### config.mk
export PLATFORM = sky130hd
export DESIGN_NAME = uart_tx_arbiter_flat
export DESIGN_NICKNAME = d
export VERILOG_FILES = /design/src/rtl/uart_tx_arbiter_pkg.sv /design/src/rtl/uart_tx_arbiter_if.sv /design/src/rtl/uart_tx_arbiter_rr_pick.sv /design/src/rtl/uart_tx_arbiter.sv /design/src/flat_wrapper.sv
export SDC_FILE = /design/constraint.sdc
export NUM_CORES = 1
export LEC_CHECK = 0
export CAP_MARGIN = 20
export CORE_MARGIN = 1.5
export CORE_UTILIZATION = 45
export CTS_CLUSTER_SIZE = 28
export DETAILED_ROUTE_END_ITERATION = 8
export GPL_TIMING_DRIVEN = 0
export HOLD_SLACK_MARGIN = 0.03
export PLACE_DENSITY = 0.75
export SLEW_MARGIN = 0
export SYNTH_ARGS = -nofsm -noshare
export SYNTH_HDL_FRONTEND = slang
export SYNTH_HIERARCHICAL = 1
export SYNTH_SLANG_ARGS = --single-unit
### constraint.sdc
create_clock -name clk -period 2.2 [get_ports clk]
set_clock_uncertainty 0.1 [all_clocks]
set_input_delay 0.22 -clock clk [delete_from_list [all_inputs] [get_ports clk]]
set_output_delay 0.22 -clock clk [all_outputs]
set_load 0.05 [all_outputs]
### src/rtl/uart_tx_arbiter_pkg.sv
// Shared types and helpers for the UART transmit-side control blocks.
// Frame timing lives here so transmitter benches reuse the same figure.
package uart_ctrl_pkg;

  typedef enum logic [1:0] {
    IDLE,
    ISSUE,
    WAIT_FRAME,
    GAP
  } arb_state_t;

  // IDLE sample, start, 8 data, stop, DONE, plus one cycle of margin
  function automatic int frame_cycles(
    input int clk_freq,
    input int baud_rate
  );
    return 10 * (clk_freq / baud_rate) + 3;
  endfunction

endpackage

### src/rtl/uart_tx_arbiter_if.sv
// Requester-side and transmitter-side signals of the UART tx arbiter.
// The arbiter uses the slave view; client logic uses the master view.
interface uart_tx_arbiter_if #(
  parameter int NUM_REQ    = 4,
  parameter int DATA_WIDTH = 4
);
  localparam int IW = $clog2(NUM_REQ);

  logic [NUM_REQ-1:0]            req;
  logic [NUM_REQ*DATA_WIDTH-1:0] req_data;
  logic [NUM_REQ-1:0]            grant;
  logic [DATA_WIDTH-1:0]         tx_data;
  logic                          tx_start;
  logic                          busy;
  logic [IW-1:0]                 last_id;
  logic [15:0]                   frames_sent;

  modport slave (
    input  req,
    input  req_data,
    output grant,
    output tx_data,
    output tx_start,
    output busy,
    output last_id,
    output frames_sent
  );

  modport master (
    output req,
    output req_data,
    input  grant,
    input  tx_data,
    input  tx_start,
    input  busy,
    input  last_id,
    input  frames_sent
  );

endinterface

### src/rtl/uart_tx_arbiter_rr_pick.sv
// Combinational round-robin selector: first set req bit at or above
// ptr, wrapping at NUM_REQ.
module rr_pick #(
  parameter int NUM_REQ = 4,
  parameter int IW      = $clog2(NUM_REQ)
) (
  input  logic [NUM_REQ-1:0] req_i,
  input  logic [IW-1:0]      ptr_i,
  output logic               valid_o,
  output logic [IW-1:0]      idx_o
);

  // Scan from the farthest offset down so the nearest one wins last
  always_comb begin
    valid_o = 1'b0;
    idx_o   = '0;
    for (int k = NUM_REQ - 1; k >= 0; k--) begin
      if (req_i[(int'(ptr_i) + k) % NUM_REQ]) begin
        valid_o = 1'b1;
        idx_o   = IW'((int'(ptr_i) + k) % NUM_REQ);
      end
    end
  end

endmodule

### src/rtl/uart_tx_arbiter.sv
// Round-robin scheduler sharing one UART transmitter among requesters.
// Times each frame itself since the transmitter exposes no busy flag.
module uart_tx_arbiter
  import uart_ctrl_pkg::*;
#(
  parameter int          NUM_REQ      = 4,
  parameter int          DATA_WIDTH   = 4,
  parameter int          CLK_FREQ     = 100_000_000,
  parameter int          BAUD_RATE    = 9600,
  parameter int          GAP_CYCLES   = 0,
  parameter logic [15:0] FRAMES_RESET = 16'h0000
) (
  input logic              clk,
  input logic              reset_n,
  uart_tx_arbiter_if.slave bus
);

  localparam int IW           = $clog2(NUM_REQ);
  localparam int FRAME_CYCLES = frame_cycles(CLK_FREQ, BAUD_RATE);
  localparam int CW = $clog2(FRAME_CYCLES + GAP_CYCLES + 1);

  arb_state_t            state_q, state_d;
  logic [IW-1:0]         ptr_q, ptr_d;
  logic [IW-1:0]         win_q, win_d;
  logic [DATA_WIDTH-1:0] data_q, data_d;
  logic [CW-1:0]         cnt_q, cnt_d;
  logic [15:0]           frames_q, frames_d;

  logic          pick_valid;
  logic [IW-1:0] pick_idx;

  rr_pick #(
    .NUM_REQ(NUM_REQ),
    .IW     (IW)
  ) u_pick (
    .req_i  (bus.req),
    .ptr_i  (ptr_q),
    .valid_o(pick_valid),
    .idx_o  (pick_idx)
  );

  always_ff @(posedge clk or negedge reset_n) begin
    if (!reset_n) begin
      state_q  <= IDLE;
      ptr_q    <= '0;
      win_q    <= '0;
      data_q   <= '0;
      cnt_q    <= '0;
      frames_q <= FRAMES_RESET;
    end else begin
      state_q  <= state_d;
      ptr_q    <= ptr_d;
      win_q    <= win_d;
      data_q   <= data_d;
      cnt_q    <= cnt_d;
      frames_q <= frames_d;
    end
  end

  always_comb begin
    state_d  = state_q;
    ptr_d    = ptr_q;
    win_d    = win_q;
    data_d   = data_q;
    cnt_d    = cnt_q;
    frames_d = frames_q;
    unique case (state_q)
      IDLE: begin
        if (pick_valid) begin
          win_d    = pick_idx;
          data_d   = bus.req_data[pick_idx*DATA_WIDTH +: DATA_WIDTH];
          frames_d = frames_q + 16'd1;
          state_d  = ISSUE;
        end
      end
      ISSUE: begin
        ptr_d   = (win_q == IW'(NUM_REQ - 1)) ? '0 : win_q + 1'b1;
        cnt_d   = CW'(FRAME_CYCLES - 1);
        state_d = WAIT_FRAME;
      end
      WAIT_FRAME: begin
        if (cnt_q != '0) begin
          cnt_d = cnt_q - 1'b1;
        end else if (GAP_CYCLES > 0) begin
          cnt_d   = CW'(GAP_CYCLES - 1);
          state_d = GAP;
        end else begin
          state_d = IDLE;
        end
      end
      GAP: begin
        if (cnt_q != '0) cnt_d = cnt_q - 1'b1;
        else state_d = IDLE;
      end
      default: state_d = IDLE;
    endcase
  end

  always_comb begin
    bus.grant = '0;
    if (state_q == ISSUE) bus.grant[win_q] = 1'b1;
  end

  assign bus.tx_start    = (state_q == ISSUE);
  assign bus.busy        = (state_q != IDLE);
  assign bus.tx_data     = data_q;
  assign bus.last_id     = win_q;
  assign bus.frames_sent = frames_q;

endmodule

### src/flat_wrapper.sv
// flat-port wrapper written by rule: the top's interface ports become plain ports
module uart_tx_arbiter_flat import uart_ctrl_pkg::*;
#(
  parameter int          NUM_REQ      = 4,
  parameter int          DATA_WIDTH   = 4,
  parameter int          CLK_FREQ     = 100_000_000,
  parameter int          BAUD_RATE    = 9600,
  parameter int          GAP_CYCLES   = 0,
  parameter logic [15:0] FRAMES_RESET = 16'h0000
)
  (clk, reset_n, bus_req, bus_req_data, bus_grant, bus_tx_data, bus_tx_start, bus_busy, bus_last_id, bus_frames_sent);
  uart_tx_arbiter_if #(.NUM_REQ(NUM_REQ), .DATA_WIDTH(DATA_WIDTH)) bus_i ();
  input logic clk;
  input logic reset_n;
  input wire logic [$bits(bus_i.req)-1:0] bus_req;
  input wire logic [$bits(bus_i.req_data)-1:0] bus_req_data;
  output wire logic [$bits(bus_i.grant)-1:0] bus_grant;
  output wire logic [$bits(bus_i.tx_data)-1:0] bus_tx_data;
  output wire logic [$bits(bus_i.tx_start)-1:0] bus_tx_start;
  output wire logic [$bits(bus_i.busy)-1:0] bus_busy;
  output wire logic [$bits(bus_i.last_id)-1:0] bus_last_id;
  output wire logic [$bits(bus_i.frames_sent)-1:0] bus_frames_sent;
  assign bus_i.req = bus_req;
  assign bus_i.req_data = bus_req_data;
  assign bus_grant = bus_i.grant;
  assign bus_tx_data = bus_i.tx_data;
  assign bus_tx_start = bus_i.tx_start;
  assign bus_busy = bus_i.busy;
  assign bus_last_id = bus_i.last_id;
  assign bus_frames_sent = bus_i.frames_sent;
  uart_tx_arbiter #(.NUM_REQ(NUM_REQ), .DATA_WIDTH(DATA_WIDTH), .CLK_FREQ(CLK_FREQ), .BAUD_RATE(BAUD_RATE), .GAP_CYCLES(GAP_CYCLES), .FRAMES_RESET(FRAMES_RESET)) u_core (.clk(clk), .reset_n(reset_n), .bus(bus_i));
endmodule
==> metrics.txt <==
Worst Path Class, Setup register to register; final hold viol count 0; Post-synth top cells dfrtp_1, nand2_1, nor2_1; layout cells sized above 1 0.247; WHS between 300 and 400 ps; final core utilization 0.669; outcome finished with violations; Setup WS pre-CTS -362 ps; endpoint kind of the worst setup timing path register; Initial DRT Pass Iterations 4; multi-input logic area 1230 µm²; TritonCTS clock tree done; Setup violations, final 13; H-Tree Depth 2; Syn Std Cell Area 2280 µm²; Placed Cells 334; num rows 25; xor-xnor portion of the synthesized cell area 0.0576; Final Non-Filler Cells ~350; Final min period about 2200 ps; DRC viols 0; multiplexer share of the synthesized area 0.0861; clock slew at reported path FFs approximately 90 ps; Post-DP HPWL 3.53 mm; synthesized net count 245; Avg Vias per Cell 5.47; Max FO, Critical Path 5; Initial Util 0.474; Root Driver clkbuf_8; Warnings, synthesis 6; post-synth top area share 0.471; remaining antenna violation count 0; register area share after synthesis 0.471; IO Port Bufs between 40 and 50; Die H 74.2 µm; failing checks setup timing; First DRT Iteration DRCs about 170; clk buf depth 2; Chip Width approximately 74 µm; Area Growth Syn to Fin 41.1%; PnR Total Power 1.77 mW; most common cell in the netlist dfrtp_1; Synth Flop Type dfrtp_1; area of the die 5510 µm²; actual slew at the worst max-slew pin 521 ps; dominant cell type by area after synthesis dfrtp_1; critical path data required time 2300 ps; Pwr Density roughly 550 nW/µm²; RD Place Congestion approximately 0.83; vias in the first global route 1,903; max cap viols 0; drt total wl 5.26 mm; fmax 0.445 GHz; largest family of logic cells by synthesized area simple AND/OR/NAND/NOR gates; Core Box Area ~4800 µm²; Tot GR Track Use 0.203; CTS buffer count 5; final worst slack -48.9 ps; Worst-Skew Late Latency 300 ps; P_leak ~1.3 nW; post-synthesis cell type count 43; adder-cell share of the synthesized area 0.0329; GRT overflow 0; Final nets ~310; RSZ-0062 raised after global routing yes; Yosys reg bits 43; Worst setup SP type register; I/O pin count 50; CP arrival 2350 ps; fillers 380; Slew HR 0.652; syn_area_per_cell 10.5 µm²; CTS Sinks 43; worst min path class input pin to async pin; Antenna diodes 0; maximum vdd drop 0.000291 V; Slew Limit Fails 0; post-synthesis instance total 217; sequential cell area approximately 1100 µm²; global-route wire length before repair 8.76 mm; Async SR Flop Fraction 1.00; Synth Area in Compound Gates 0.0921; largest net degree at the start of global routing 25; average wire per standard cell 14.8 µm; period utilisation layout 1.02; Worst R2R Path Depth 8; EDFF count, synth 0; initial antenna violation count 0; post-synthesis simple-gate area fraction 0.229; Synth area leaders dfrtp_1, xnor2_1, mux4_2; Vias ~1,900
state kept, by name, summed over array words and instances, names as in the netlist:
register / flops
u_core/cnt_q: 17
u_core/bus.tx_data: 4
u_core/state_q: 2
u_core/ptr_q: 2
u_core/bus.last_id: 2
u_core/bus.frames_sent: 16
cell usage in the layout (no fill, tap or decap), types with 6 or more instances in the layout:
cell type	count
clkdlybuf4s50_1	43
buf_4	10
dfrtp_1	42
nor2_1	15
nand3_1	11
nand4_1	6
xnor2_1	12
nand2_1	21
kinds of logic (layout without fill, tap and decap cells):
family          count (synthesis)  after routing
compound gates                 27             27
mux                            14             14
flops                          43             43
xor+xnor                       15             15
simple gates                   96             96
buf+inv                        16             86
fa+ha+maj                       6              6
final timing paths:
check	from	end	slack, ps
setup reg to reg	u_core/cnt_q[1]$_DFFE_PN0P_	u_core/cnt_q[8]$_DFFE_PN0P_	-50
hold reg to reg	u_core/bus.frames_sent[15]$_DFFE_PN0P_	u_core/bus.frames_sent[15]$_DFFE_PN0P_	370
setup / recovery	u_core/cnt_q[1]$_DFFE_PN0P_	u_core/cnt_q[8]$_DFFE_PN0P_	-50
min in group clk	u_core/bus.frames_sent[15]$_DFFE_PN0P_	u_core/bus.frames_sent[15]$_DFFE_PN0P_	370
hold / removal	reset_n	u_core/cnt_q[7]$_DFFE_PN0P_	310
max in group asynchronous	reset_n	u_core/bus.frames_sent[6]$_DFFE_PN0P_	1200
through the flow:
stage | setup TNS, ps | instance area [µm²]
floorplan | 0 | 2290
global placement | -19920 | 2860
detailed placement | -7050 | 2880
CTS | 0 | 3090
global route | -1640 | 3220
finish | -268 | 3220
layout make-up:
cell class              instances  area share
repair buffers                 63       0.192
clock buffers                   6      0.0225
clock inverters                 2      0.0186
inverters                       7     0.00816
plain buffers                   8      0.0171
flip-flops and latches         43       0.334
well taps                      67      0.0260
multi-input cells             158       0.382
what timing repair did:
action	4_1_cts	5_1_grt
pin swaps	1	7
endpoints found under the hold margin	19	0
endpoints found under the setup margin	30	20
buffers inserted	7	4
gates resized for setup	33	20
gates cloned	0	2
hold buffers	1	0
metal layers:
metal	global-route usage	routed length (µm)	vias up
met1	0.275	2440	956
met5	0	0	-
met4	0.0646	56	0
li1	-	-	920
met2	0.331	2530	56
met3	0.0366	228	6
worst max-delay path: stages, from the launching register on:
cell and delay (ps):
dfrtp_1 420, inv_2 80, ha_4 150, or4b_4 500, o41ai_4 410, buf_6 180
buf_8 120, o211ai_1 80, o31ai_1 100
power breakdown:
part | switching, mW | internal (mW)
clock | 0.271 | 0.454
combinational | 0.108 | 0.107
sequential | 0.0201 | 0.808
total | 0.399 | 1.37
No activity file was read; power rests on OpenSTA's default activity.
